==> config.mk <==
export PLATFORM = sky130hd
export DESIGN_NAME = seq_mac_accumulator
export DESIGN_NICKNAME = d
export VERILOG_FILES = /design/src/rtl/seq_mac_accumulator.sv
export SDC_FILE = /design/constraint.sdc
export NUM_CORES = 1
export LEC_CHECK = 0
export CAP_MARGIN = 20
export CORE_MARGIN = 10
export CORE_UTILIZATION = 30
export CTS_CLUSTER_SIZE = 16
export DETAILED_ROUTE_END_ITERATION = 8
export SLEW_MARGIN = 10
export SYNTH_ARGS = -nofsm -noshare
export SYNTH_HDL_FRONTEND = slang
export SYNTH_SLANG_ARGS = --single-unit
==> constraint.sdc <==
create_clock -name clk -period 4.21 [get_ports clk]
set_clock_uncertainty 0.1 [all_clocks]
set_input_delay 0.6315 -clock clk [delete_from_list [all_inputs] [get_ports clk]]
set_output_delay 0.6315 -clock clk [all_outputs]
set_load 0.05 [all_outputs]
==> src/rtl/seq_mac_accumulator.sv <==
// Accumulates a programmable number of signed multiplier products into a wide sum.
// Result is registered on the edge that samples the final product's done rising edge.
// No backpressure: acc_valid is a single-cycle pulse that the consumer must take.
module seq_mac_accumulator #(
    parameter int PROD_W = 32,
    parameter int ACC_W  = 40,
    parameter int CNT_W  = 8
) (
    input  logic              clk,
    input  logic              rst,
    input  logic              clear,
    input  logic [CNT_W-1:0]  len,
    input  logic [PROD_W-1:0] prod_in,
    input  logic              prod_valid,
    output logic [ACC_W-1:0]  acc_out,
    output logic              acc_valid,
    output logic              acc_ovf,
    output logic              busy,
    output logic [CNT_W-1:0]  term_cnt
);

    typedef enum logic {
        IDLE  = 1'b0,
        ACCUM = 1'b1
    } state_t;

    state_t             state;
    state_t             state_nxt;
    logic               hist;
    logic               ev;
    logic [CNT_W-1:0]   len_q;
    logic [CNT_W-1:0]   len_eff;
    logic [ACC_W-1:0]   acc;
    logic [ACC_W-1:0]   prod_ext;
    logic [ACC_W-1:0]   sum;
    logic               ovf_q;
    logic               ovf_add;
    logic               done;
    logic [ACC_W-1:0]   fin_sum;
    logic               fin_ovf;

    // Product event is the rising edge of the multiplier's level done signal.
    assign ev       = prod_valid & ~hist;
    assign prod_ext = ACC_W'($signed(prod_in));
    assign len_eff  = (len == '0) ? CNT_W'(1) : len;
    assign sum      = acc + prod_ext;
    // Same-sign operands producing a differently signed result means wrap-around.
    assign ovf_add  = (acc[ACC_W-1] == prod_ext[ACC_W-1]) && (sum[ACC_W-1] != acc[ACC_W-1]);
    assign busy     = (state == ACCUM);

    // State register.
    always_ff @(posedge clk) begin
        if (rst) begin
            state <= IDLE;
        end else begin
            state <= state_nxt;
        end
    end

    // Next-state and completion decode; clear beats any coincident product.
    always_comb begin
        state_nxt = state;
        done      = 1'b0;
        fin_sum   = sum;
        fin_ovf   = ovf_q | ovf_add;
        if (state == IDLE) begin
            fin_sum = prod_ext;
            fin_ovf = 1'b0;
        end
        if (clear) begin
            state_nxt = IDLE;
        end else if (ev) begin
            case (state)
                IDLE: begin
                    if (len_eff == CNT_W'(1)) begin
                        done = 1'b1;
                    end else begin
                        state_nxt = ACCUM;
                    end
                end
                ACCUM: begin
                    if ((term_cnt + CNT_W'(1)) == len_q) begin
                        done      = 1'b1;
                        state_nxt = IDLE;
                    end
                end
                default: state_nxt = IDLE;
            endcase
        end
    end

    // Done history starts high so a done held across reset is not counted.
    always_ff @(posedge clk) begin
        if (rst) begin
            hist <= 1'b1;
        end else begin
            hist <= prod_valid;
        end
    end

    // Accumulator datapath and result registers.
    always_ff @(posedge clk) begin
        if (rst) begin
            acc       <= '0;
            term_cnt  <= '0;
            len_q     <= '0;
            ovf_q     <= 1'b0;
            acc_out   <= '0;
            acc_valid <= 1'b0;
            acc_ovf   <= 1'b0;
        end else begin
            acc_valid <= 1'b0;
            if (clear) begin
                acc      <= '0;
                term_cnt <= '0;
                ovf_q    <= 1'b0;
            end else if (ev) begin
                if (state == IDLE) begin
                    len_q <= len_eff;
                end
                if (done) begin
                    acc_out   <= fin_sum;
                    acc_ovf   <= fin_ovf;
                    acc_valid <= 1'b1;
                    acc       <= '0;
                    term_cnt  <= '0;
                    ovf_q     <= 1'b0;
                end else if (state == IDLE) begin
                    acc      <= prod_ext;
                    term_cnt <= CNT_W'(1);
                    ovf_q    <= 1'b0;
                end else begin
                    acc      <= sum;
                    term_cnt <= term_cnt + CNT_W'(1);
                    ovf_q    <= ovf_q | ovf_add;
                end
            end
        end
    end

endmodule
Word level (Yosys, flattened, before mapping)
Index checks and enable logic that the tools add are counted.
{"block": "op_classes", "bitwise": 6, "n_eq_ne": 4, "n_mux": 16, "n_addsub": 2, "reduce_logical": 6}
{"cell": "40-bit 2-to-1 mux", "n": 2}
{"cell": "40-bit adder", "n": 1}
{"cell": "8-bit 2-to-1 mux", "n": 3}
{"cell": "1-bit 2-to-1 mux", "n": 9}
{"cell": "8-bit by 1-bit adder with 8-bit output, second input constant", "n": 1}
{"cell": "8-bit by 1-bit equality test with 1-bit output, second input constant", "n": 1}
{"cell": "8-bit equality test", "n": 1}
{"cell": "8-bit zero test", "n": 1}
{"cell": "3-bit AND reduction", "n": 2}
{"cell": "1-bit NOT", "n": 4}
{"cell": "1-bit case mux with 2 select lines", "n": 2}
{"cell": "3-bit OR reduction", "n": 1}
{"cell": "2-bit OR reduction", "n": 1}
{"cell": "1-bit AND", "n": 1}
{"cell": "1-bit equality test", "n": 1}
{"cell": "1-bit logical AND", "n": 1}
{"cell": "1-bit != test", "n": 1}
{"cell": "1-bit bitwise OR", "n": 1}
{"block": "word_totals", "out_inout_bits": 51, "inputBits": 44, "ff_bits": 101}

Logic depth before layout (Yosys ltp)
{"block": "logic_depth", "word_depth": 8, "mapped_depth": 11, "depth_no_buf": 11}

Worst setup path after synthesis
No wires, ideal clock.
{"block": "synth_path", "path_kind": "input-to-reg", "start": "input port prod_in[0]", "end": "register acc_out[24]", "required_time_ns": 4.024, "arrival_ns": 2.850, "stages": 11, "path_buffers": 0, "slack_ns": 1.175, "cell_sequence": "ha_1 inv_1 fa_1 nor2b_1 o31ai_1 a211o_1 a21oi_2 o21ai_0 a2111oi_0 nor3_1 a211oi_1"}
{"block": "synth_via", "elab_chain_cells": 2}
{"item": "start: declaration", "line": "13", "text": "input logic [PROD_W-1:0] prod_in,"}
{"item": "40-bit adder", "line": "46", "text": "assign sum = acc + prod_ext;"}
{"item": "40-bit 2-to-1 mux", "line": "66", "text": "if (state == IDLE) begin"}
{"item": "end signal: assignment", "line": "122", "text": "acc_out <= fin_sum;"}
{"item": "end: declaration", "line": "15", "text": "output logic [ACC_W-1:0] acc_out,"}
No other way between the ends.
A chain may end at the register's enable or synchronous reset.

Worst setup path after layout
{"block": "layout_path", "start": "input port prod_in[6]", "end": "register acc_out[37]"}
Same word-level chain as after synthesis.

==> impl_metrics.json <==
{
  "cts_hold_bufs": 0,
  "grt_use_met3_pct": 3.420,
  "crit_arrival_ns": 3.82,
  "groute.layer.met1.usage_pct": 20.61,
  "cts_buffer_depth": 2,
  "critPathMaxStageDelay_ns": 0.45,
  "min_period_over_period_pct": 86.74,
  "floorplan.rows": 55,
  "path_clk_slew_ns": 0.08,
  "synth_ff_type": "dfxtp_1",
  "root_buffer": "clkbuf_16",
  "end_kind": "register",
  "final_cell_mix": "nand2_1 (103), dfxtp_1 (100), nor2_1 (98)",
  "cts_buffers": 9,
  "cts_tree": "built",
  "global_route.overflow_total": 0,
  "cts.repair.resized": 0,
  "fp.dieW_um": 172.0,
  "dr_total_vias": 6889,
  "start_util_pct": 30.53,
  "period_minus_slack_ns": 3.652,
  "maxSlewViolCount": 0,
  "die_area_mm2": 0.02959,
  "critical_path.max_fanout": 6,
  "flow.area_growth_from_synthesis_pct": 22.04,
  "clock_sink_count": 101,
  "wirelength_mm": 22.29,
  "setup_viol_count_final": 0,
  "synth.avg_cell_area_um2": 7.746,
  "globalplace.congestion": 0.9277,
  "min_path_type": "register to register",
  "layout_commonest_cell": "nand2_1",
  "area_of_the_mapped_netlist_mm2": 0.006933,
  "nNetsFinal": 1053,
  "post-cts-setup-buffers": 0,
  "worst-setup-path-type": "input pin to register",
  "timing.critical_path.from_type": "input pin",
  "drt-initial-drc-count": 474,
  "netlist_instances": 895,
  "fmax_mhz": 273.8,
  "core_mm2": 0.02271,
  "peakVddDrop_mv": 0.1709,
  "power_per_cell_area_mw_per_mm2": 257.6,
  "dominant_cells_by_area_after_synthesis": "dfxtp_1 (29%), ha_1 (7.2%), a21oi_1 (6.3%)",
  "leakage_nw": 3.084,
  "first_global_vias": 6595,
  "grt_setup_unrepaired": "false",
  "antenna_violations_before_repair": 0,
  "grt_start_max_net_pins": 50,
  "layout.cell_area.non_filler_mm2": 0.008461,
  "antenna_viol_nets_final": 0,
  "vias_per_cell": 5.476,
  "global_route_wire_length_before_repair_mm": 36.12,
  "globalRouteMet2Util_pct": 23.91,
  "buffer_ports.inserted": 94,
  "syn_nets": 980,
  "outcome": "finished, final reports clean",
  "ys_warnings": 0,
  "critPathBufInv": 1,
  "critical_path.top_delay_family": "compound AO/OA/AOI/OAI gates",
  "ys_seq_elements": 101,
  "ys_async_rst_share_pct": 0,
  "fillerInstances": 2417,
  "place.detailed.hpwl_mm": 16.91,
  "post-synth-top-area-cell": "dfxtp_1",
  "yosys.area.top_type_share_pct": 29.16,
  "r2r_slack_ns": 0.99,
  "drv.max_cap_violation_count": 0,
  "drt-pass1-iter-count": 5,
  "clock_tree.htree_level_count": 3,
  "finalHoldViolCount": 0,
  "busiest_layer": "met2",
  "critical_path.cell_chain": "clkdlybuf4s50_1 > ha_1 > a2111oi_0 > o21ai_1 > and4b_1 > o21ai_1 > a21oi_1 > a211oi_1 > mux2_2 > a211oi_1",
  "clock_latency_ns": 0.36,
  "global_route.usage.total_pct": 15.19,
  "worst-slew-pin-transition_ns": 0.7361,
  "design.portCount": 95,
  "remaining_drc_errors": 0,
  "fraction_of_layout_instances_using_a_drive_strength_above_1_pct": 7.297,
  "antenna_cells": 0,
  "crit_path_max_delay_cell_type": "clkdlybuf4s50_1",
  "edff_count_synth": 0,
  "placed_cell_area_mm2": 0.008147,
  "die_height_um": 172.0,
  "wl_per_cell_um": 17.71,
  "worst_ep_required_time_ns": 4.38,
  "finalSetupTns_ns": 0,
  "synth.lib_cells_used.distinct": 81,
  "seq_area_frac_synth_pct": 29.16,
  "max_slew_margin_pct": 50.88
}
-- report_power, final --
group          total [W]  leakage [nW]  switching [W]  internal, W
combinational   0.000298          2.12       0.000176     0.000121
clock           0.000912         0.152       0.000433     0.000478
sequential      0.000970         0.815     0.00000706     0.000963
total            0.00218          3.08       0.000617      0.00156
-- kinds of logic after synthesis --
| kind of cell | after synthesis | share of synthesized area (%) |
|---|---|---|
| compound gates | 302 | 29.13 |
| flops | 101 | 29.16 |
| mux | 26 | 3.880 |
| buf+inv | 72 | 4.530 |
| fa+ha+maj | 41 | 7.508 |
| xor+xnor | 30 | 3.790 |
| simple gates | 323 | 22.00 |
-- layer usage --
layer | vias to the layer above | share of wire [%]
met5 | - | 0
met4 | 0 | 1.3
met3 | 18 | 6.4
met2 | 204 | 45
met1 | 3242 | 47
li1 | 3425 | -
-- registers in the layout, indices dropped and copies added, names as in the netlist --
register   cells
acc           40
acc_out       40
len_q          8
term_cnt       8
acc_ovf        1
acc_valid      1
busy           1
hist           1
ovf_q          1
-- worst min-delay path, stage by stage (launching register included) --
cell and delay [ns]:
dfxtp_1 0.32, nand2_1 0.05, a21oi_1 0.05
-- Yosys cell counts (all sizes together), types with 12 or more instances --
cell,instances
nand4,14
clkbuf,31
nand3,18
o21ai,61
nor3,28
mux2i,19
a211oi,42
a21o,17
ha,40
dfxtp,101
nor2,98
o21a,15
xor2,12
buf,23
inv,18
xnor2,18
nand2,103
a21oi,88
-- final cells by class --
class	instances	area, µm²	share of cell area [%]
clock inverter	7	88.84	1.050
clock buffer	9	225.2	2.662
timing repair buffer	116	1101	13.01
multi-input combinational	722	4598	54.35
tap	285	356.6	4.215
inverter	18	67.56	0.7986
sequential	101	2023	23.91
-- final timing paths --
| kind | endpoint | from | depth (start not counted) |
|---|---|---|---|
| min reg2reg | acc[16] | acc[16] | 2 |
| max | acc_out[37] | prod_in[6] | 10 |
| min | acc[16] | acc[16] | 2 |
| max reg2reg | acc_out[37] | acc[6] | 9 |
-- stage by stage --
| stage | setup WS (ns) | hold WS [ns] | util (%) | std cells | power [W] |
|---|---|---|---|---|---|
| final | 0.5583 | 0.3589 | 37.26 | 1258 | 0.002180 |
| after global routing | 0.2412 | 0.3798 | 37.26 | 1258 | 0.002267 |
| after CTS | 0.6331 | 0.3645 | 37.26 | 1258 | 0.002207 |
| after detailed placement | 0.2682 | 0.3487 | 35.87 | 1242 | 0.001289 |
| after global placement | 0.3346 | 0.3399 | 35.87 | 1242 | 0.001289 |
| after floorplan | 1.175 | 0.3291 | - | 895 | 0.001178 |
Note: power is estimated with default switching activity, not from simulation.
